$ cat src/rtl/alu_pkg.sv
// Shared ALU types: FSM state, status-flag bundle and default datapath width.
// Used by the serial subtractor and reusable by the companion adder.
package alu_pkg;

    localparam int ALU_WIDTH = 16;

    typedef enum logic [1:0] {
        IDLE = 2'd0,
        RUN  = 2'd1,
        DONE = 2'd2
    } alu_state_t;

    typedef struct packed {
        logic sign;
        logic zero;
        logic carry;
        logic parity;
        logic overflow;
    } alu_flags_t;

    // Subtraction overflows when the operand signs differ and the result sign leaves the minuend's.
    function automatic logic alu_sub_ovf(input logic x_msb, input logic y_msb, input logic z_msb);
        return (x_msb != y_msb) && (z_msb != x_msb);
    endfunction

endpackage

$ cat src/rtl/alu_sub_slice.sv
// Combinational SLICE-bit subtract a - b - borrow_in with borrow out; zero latency, no flow control.
// Time-multiplexed by the serial subtractor across operand slices.
module alu_sub_slice #(
    parameter int SLICE = 4
) (
    input  logic [SLICE-1:0] a_i,
    input  logic [SLICE-1:0] b_i,
    input  logic             borrow_i,
    output logic [SLICE-1:0] diff_o,
    output logic             borrow_o
);

    logic [SLICE:0] res;

    // One extra bit holds the sign of the slice result, which is exactly the borrow out.
    assign res      = {1'b0, a_i} - {1'b0, b_i} - {{SLICE{1'b0}}, borrow_i};
    assign diff_o   = res[SLICE-1:0];
    assign borrow_o = res[SLICE];

endmodule

$ cat src/rtl/alu_sub_serial.sv
// Serial z = x - y with ALU flags, WIDTH/SLICE cycles accept-to-valid; holds result in DONE until out_ready.
// Optional ALU_SUB_LT_EN adds registered lt_u/lt_s compare outputs.
module alu_sub_serial
    import alu_pkg::*;
#(
    parameter int WIDTH = ALU_WIDTH,
    parameter int SLICE = 4
) (
    input  logic             clk,
    input  logic             rst_n,
    input  logic             in_valid,
    output logic             in_ready,
    input  logic [WIDTH-1:0] x,
    input  logic [WIDTH-1:0] y,
    output logic             out_valid,
    input  logic             out_ready,
    output logic [WIDTH-1:0] z,
    output logic             sign,
    output logic             zero,
    output logic             carry,
    output logic             parity,
    output logic             overflow
`ifdef ALU_SUB_LT_EN
    ,
    output logic             lt_u,
    output logic             lt_s
`endif
);

    localparam int NSL = WIDTH / SLICE;
    localparam int CW  = (NSL > 1) ? $clog2(NSL) : 1;
    localparam logic [CW-1:0] LAST = CW'(NSL - 1);

    alu_state_t       state_q, state_d;
    logic [CW-1:0]    cnt_q, cnt_d;
    logic             borrow_q, borrow_d;
    logic [WIDTH-1:0] x_q, x_d;
    logic [WIDTH-1:0] y_q, y_d;
    logic [WIDTH-1:0] z_q, z_d;
    alu_flags_t       flags_q, flags_d;

    logic [SLICE-1:0] sl_a, sl_b, sl_diff;
    logic             sl_borrow;
    logic [WIDTH-1:0] z_full;
    logic             ovf_full;
    int               base;

    assign base = int'(cnt_q) * SLICE;
    assign sl_a = x_q[base +: SLICE];
    assign sl_b = y_q[base +: SLICE];

    alu_sub_slice #(.SLICE(SLICE)) u_slice (
        .a_i      (sl_a),
        .b_i      (sl_b),
        .borrow_i (borrow_q),
        .diff_o   (sl_diff),
        .borrow_o (sl_borrow)
    );

    // z as it will look once the current slice is written; on the last slice this is the final result.
    always_comb begin
        z_full = z_q;
        z_full[base +: SLICE] = sl_diff;
    end

    assign ovf_full = alu_sub_ovf(x_q[WIDTH-1], y_q[WIDTH-1], z_full[WIDTH-1]);

    always_comb begin
        state_d  = state_q;
        cnt_d    = cnt_q;
        borrow_d = borrow_q;
        x_d      = x_q;
        y_d      = y_q;
        z_d      = z_q;
        flags_d  = flags_q;
        case (state_q)
            IDLE: begin
                if (in_valid) begin
                    x_d      = x;
                    y_d      = y;
                    borrow_d = 1'b0;
                    cnt_d    = '0;
                    state_d  = RUN;
                end
            end
            RUN: begin
                z_d      = z_full;
                borrow_d = sl_borrow;
                cnt_d    = cnt_q + 1'b1;
                if (cnt_q == LAST) begin
                    state_d          = DONE;
                    flags_d.sign     = z_full[WIDTH-1];
                    flags_d.zero     = (z_full == '0);
                    flags_d.carry    = sl_borrow;
                    flags_d.parity   = ~^z_full;
                    flags_d.overflow = ovf_full;
                end
            end
            DONE: begin
                if (out_ready) begin
                    state_d = IDLE;
                end
            end
            default: state_d = IDLE;
        endcase
    end

    always_ff @(posedge clk or negedge rst_n) begin
        if (!rst_n) begin
            state_q  <= IDLE;
            cnt_q    <= '0;
            borrow_q <= 1'b0;
            x_q      <= '0;
            y_q      <= '0;
            z_q      <= '0;
            flags_q  <= '0;
        end else begin
            state_q  <= state_d;
            cnt_q    <= cnt_d;
            borrow_q <= borrow_d;
            x_q      <= x_d;
            y_q      <= y_d;
            z_q      <= z_d;
            flags_q  <= flags_d;
        end
    end

`ifdef ALU_SUB_LT_EN
    logic lt_u_q, lt_u_d;
    logic lt_s_q, lt_s_d;

    always_comb begin
        lt_u_d = lt_u_q;
        lt_s_d = lt_s_q;
        if (state_q == RUN && cnt_q == LAST) begin
            lt_u_d = sl_borrow;
            lt_s_d = z_full[WIDTH-1] ^ ovf_full;
        end
    end

    always_ff @(posedge clk or negedge rst_n) begin
        if (!rst_n) begin
            lt_u_q <= 1'b0;
            lt_s_q <= 1'b0;
        end else begin
            lt_u_q <= lt_u_d;
            lt_s_q <= lt_s_d;
        end
    end

    assign lt_u = lt_u_q;
    assign lt_s = lt_s_q;
`endif

    assign in_ready  = (state_q == IDLE);
    assign out_valid = (state_q == DONE);
    assign z         = z_q;
    assign sign      = flags_q.sign;
    assign zero      = flags_q.zero;
    assign carry     = flags_q.carry;
    assign parity    = flags_q.parity;
    assign overflow  = flags_q.overflow;

endmodule
$ cat config.mk
export PLATFORM = sky130hd
export DESIGN_NAME = alu_sub_serial
export DESIGN_NICKNAME = d
export VERILOG_FILES = /design/src/rtl/alu_pkg.sv /design/src/rtl/alu_sub_slice.sv /design/src/rtl/alu_sub_serial.sv
export SDC_FILE = /design/constraint.sdc
export NUM_CORES = 1
export LEC_CHECK = 0
export BUFFER_PORTS_ARGS = -buffer_cell sky130_fd_sc_hd__buf_2
export CORE_ASPECT_RATIO = 1.4
export CORE_MARGIN = 1.5
export CORE_UTILIZATION = 50
export CTS_BUF_LIST = sky130_fd_sc_hd__clkbuf_4 sky130_fd_sc_hd__clkbuf_8
export CTS_CLUSTER_SIZE = 40
export DETAILED_ROUTE_END_ITERATION = 10
export PLACE_DENSITY_LB_ADDON = 0.15
export SETUP_SLACK_MARGIN = 0.1
export SKIP_CTS_REPAIR_TIMING = 1
export SLEW_MARGIN = 40
export SYNTH_ARGS = -nofsm -noshare
export SYNTH_HDL_FRONTEND = slang
export SYNTH_HIERARCHICAL = 1
export SYNTH_SLANG_ARGS = --single-unit
$ cat constraint.sdc
create_clock -name clk -period 5.8 [get_ports clk]
set_input_delay 1.16 -clock clk [delete_from_list [all_inputs] [get_ports clk]]
set_output_delay 1.16 -clock clk [all_outputs]
set_load 0.05 [all_outputs]
* Word-level counts from Yosys, hierarchy flattened
Index checks and enable logic that the tools add are counted.
Operators by class: $add $sub $neg 4, eq/ne operators 8, shift operators 4, multiplexer cells 9, reduce and logical (&&, ||, !) cells 9
Operators with widths (number):
- negation 4 -> 33 bit | 1
- variable shift 4 x 33 -> 16 bit, first input constant | 1
- variable part select 4 x 33 -> 16 bit | 1
- variable part select 16 x 5 -> 4 bit | 2
- bitwise mux 16 bit | 1
- zero test 16 bit | 1
- XNOR reduction 16 bit | 1
- two-way mux 2 bit | 4
- case mux 2 bit (3 select lines) | 1
- AND reduction 2 bit | 3
- subtractor 4 x 4 -> 5 bit | 1
- subtractor 5 x 1 -> 5 bit | 1
- == test 2 bit, second input constant | 2
- != test 2 bit, second input constant | 2
- case mux 2 bit (2 select lines) | 1
- AND reduction 3 bit | 1
- adder 2 x 1 -> 2 bit, second input constant | 1
- == test 2 x 1 -> 1 bit, second input constant | 1
- zero test 2 bit | 1
- != test 1 bit | 2
- != test 2 x 1 -> 1 bit, second input constant | 1
- case mux 1 bit (2 select lines) | 1
- nonzero test 2 bit | 1
- logical AND 1 bit | 1
- two-way mux 1 bit | 1
Word-level totals: bits in registers 58, output and inout port bits 23

* Depth between registers and ports, before layout
word-level depth 7, gate-level depth with buffers 15

* By module
Netlist, hierarchy kept.
By module, submodules not included:
- alu_sub_serial | times used 1, cells an instance 231, area an instance 2890.3 µm²
- alu_sub_slice | times used 1, cells an instance 24, area an instance 207.7 µm²

* Worst setup path after synthesis
No wires, ideal clock.
kind reg-to-reg, start point reg cnt_q[0], end point reg flags_q, in the netlist parity, setup time 0.125 ns, data arrival time 3.993 ns, data required time 5.675 ns, slack 1.682 ns, cell stages (with the launch flop) 15, clock period less this slack 4.118 ns, path through dfrtp_1 > buf_2 > mux4_2 > fa_1 > inv_1 > ha_1 > o21ai_0 > nand3b_1 > xor2_1 > a21oi_1 > ha_1 > xnor3_1 > xnor3_1 > xnor3_1 > mux2_2
Between the ends: word-level cells in the longest chain between the ends 6
Ends and longest elaborated chain:
- start, declared | RTL line alu_sub_serial.sv:35 | logic [CW-1:0] cnt_q, cnt_d;
- start signal, assigned | RTL line alu_sub_serial.sv:119 | cnt_q <= cnt_d;
- variable part select 16 x 5 -> 4 bit | RTL line alu_sub_serial.sv:49 | assign sl_a = x_q[base +: SLICE];
- named net sl_a[0] | RTL line alu_sub_serial.sv:42 | logic [SLICE-1:0] sl_a, sl_b, sl_diff;
- subtractor 4 x 4 -> 5 bit | RTL line alu_sub_slice.sv:16 | assign res = {1'b0, a_i} - {1'b0, b_i} - {{SLICE{1'b0}}, borrow_i};
- subtractor 5 x 1 -> 5 bit | RTL line alu_sub_slice.sv:16
- named net sl_diff[3] | RTL line alu_sub_serial.sv:42
- variable part select 4 x 33 -> 16 bit | RTL line alu_sub_serial.sv:63 | z_full[base +: SLICE] = sl_diff;
- bitwise mux 16 bit | RTL line alu_sub_serial.sv:63
- XNOR reduction 16 bit | RTL line alu_sub_serial.sv:95 | flags_d.parity = ~^z_full;
- end signal, assigned | RTL line alu_sub_serial.sv:124 | flags_q <= flags_d;
- end, declared | RTL line alu_sub_serial.sv:40 | alu_flags_t flags_q, flags_d;
The timed path passes the listed nets, and every way through them passes these cells. A chain may end at the register's enable or synchronous reset.

* Worst setup path after layout
Ends and elaborated chain as after synthesis.

==> impl_metrics.toml <==
[placed_design]
routabilityCongestion = 0.8403
post-place-ws_ns = 1.586
portBuffers = 58
dp_hpwl_um = 4431

[global_route]
grt_max_degree = 59
grt_pass1_wl_um = 10150
antenna_found_initial = 0
grt_overflow = 0
grt_pass1_vias = 2148
globalRouteTotalUtil_pct = 20.12

[synth]
syn_nets = 312
ys_seq_area_share_pct = 46.85
synth_edf_count = 0
ys_ff_latch = 58
synth_cell_types = 39
yosysWarnings = 6
netlist_instances = 255
synthFlopType = "dfrtp_1"
synth.avg_cell_area_um2 = 12.15
synthArstFlopShare_pct = 100.0
syn_area_um2 = 3098

[layout]
drive_gt1_share_pct = 28.13
nFillCells = 510
n_antenna_cell = 0
fin_nets = 373
syn2layout_area_growth_pct = 16.84
seq_area_um2 = 1451
multiInputGateArea_um2 = 1541

[floorplan]
pin_count = 59
die_area_um2 = 6684
core_area_um2 = 5904
fp.dieH_um = 96.14
num_rows = 33
die_w_um = 69.53
start_util_pct = 52.47

[route]
drc = 0
drt_first_pass_iters = 4
via_per_inst = 5.341
ant_nets = 0
routedWlPerCell_um = 15.25
vias = 2083
detailedRoute.firstIterationViolations = 82
drt-total-wl_um = 5948

[timing]
setup_slack_ns = 1.648
rsz0062_at_grt = "false"
min_period_over_period_pct = 71.58
finClkSkew_ns = 0.006708
setup_tns_ns = 0
setup_viol = 0
max_clock_freq_mhz = 240.9
tightest_slew_ns = 0.7205
slew_headroom_pct = 51.97
hold_viol_final = 0
slew_violations = 0
period_needed_ns = 4.152
whs_ns = 0.4807

[worst_setup_path]
startpoint_type = "flip-flop"
crit_path_end_kind = "flip-flop"
cp.required_ns = 6.03
crit_fanout = 5
worst-setup-path-type = "flip-flop to flip-flop"
ff2ff_setup_slack_ns = 1.65
arrival_ns = 4.38

[cts]
htree_levels = 3
clock_path_buffers = 2
cts_tree = "yes"
path_clk_slew_ns = 0.06
cts_sinks = 58
numCtsBuffers = 9
clk_latency_ns = 0.34
cts-root-buf = "clkbuf_8"

[run_status]
status = "completed"

[hold_path]
min-delay-path-class = "flip-flop to flip-flop"

[job]
max-cap-violations = 0
==> flip-flops by register name (all words and copies together) (netlist names) <==
name / flops
parity: 1
borrow_q: 1
sign: 1
zero: 1
carry: 1
z: 16
cnt_q: 2
x_q: 16
overflow: 1
state_q: 2
y_q: 16
==> final timing paths <==
| path | end | cells after the start | start |
|---|---|---|---|
| setup / recovery | parity | 13 | cnt_q[0] |
| hold / removal | zero | 2 | zero |
| setup reg to reg | parity | 13 | cnt_q[0] |
| hold reg to reg | zero | 2 | zero |
| max in group asynchronous | z[11] | 2 | rst_n |
| min in group asynchronous | z[6] | 2 | rst_n |
==> through the flow <==
step	cell area, µm²	utilization (%)	std cells
after CTS	3620	61.31	390
after global routing	3620	61.31	390
final	3620	61.31	390
after detailed placement	3446	58.36	375
after floorplan	3098	-	255
after global placement	3443	58.32	375
==> cell type report <==
class	instances	share of cell area, %
clock buffers	12	4.390
clock inverters	3	0.4148
inverters	14	1.452
multi-input cells	172	42.59
flip-flops and latches	58	40.10
well taps	70	2.420
repair buffers	61	8.642
==> placed cells by master, fill, tap and decap left out, types with 8 or more instances in the layout <==
master    synthesis  routed
a21oi_1           8       8
buf_2             5      58
clkbuf_8          0      11
dfrtp_1          58      58
ha_1             19      19
inv_1            14      14
mux2_1           32      32
mux4_2            8       8
nand2_1          23      23
nor2b_1          12      12
o21ai_1          18      18
==> critical path: stages, from the launching register on <==
cell	delay, ns
dfrtp_1	0.48
mux4_2	0.56
fa_1	0.58
inv_1	0.05
ha_1	0.17
o21ai_0	0.16
nand3b_1	0.10
xor2_1	0.39
a31oi_1	0.18
ha_1	0.32
xnor2_1	0.18
xnor3_1	0.43
xnor3_1	0.19
mux2_2	0.26
==> routing by layer <==
metal | track usage (%) | routed length, µm
met5 | 0 | 0
met3 | 5.131 | 212
met2 | 34.70 | 3091
met4 | 11.11 | 174
met1 | 22.99 | 2470
==> Yosys cell counts, drive strengths merged (2+ instances only) <==
cell,number,area (µm²)
dfrtp,58,1451
and2b,4,30.03
nand2b,3,18.77
mux2i,2,20.02
nand3,2,10.01
nor2,5,18.77
inv,14,52.55
o21ai,23,115.1
xnor3,3,67.56
mux4,8,180.2
a21oi,9,48.80
nand2,23,86.33
buf,7,40.03
fa,2,40.04
a32oi,2,43.80
nor2b,12,75.07
mux2,33,371.6
xor2,4,35.03
xnor2,2,17.52
a31oi,3,18.77
a22oi,2,15.01
ha,19,237.7
and2,2,12.51
clkbuf,4,15.01
==> logic make-up after synthesis <==
family | share of synthesized area (%)
adders and majority gates | 8.966
and+or+nand+nor | 9.855
DFF | 46.85
AOI/OAI and AO/OA | 8.522
buffers and inverters | 3.473
xor gates and xnor gates | 3.877
muxes | 18.46
Power is left out: the tool's default activity adds up to more than one toggle a clock period on the data nets, which glitch-free logic cannot reach.
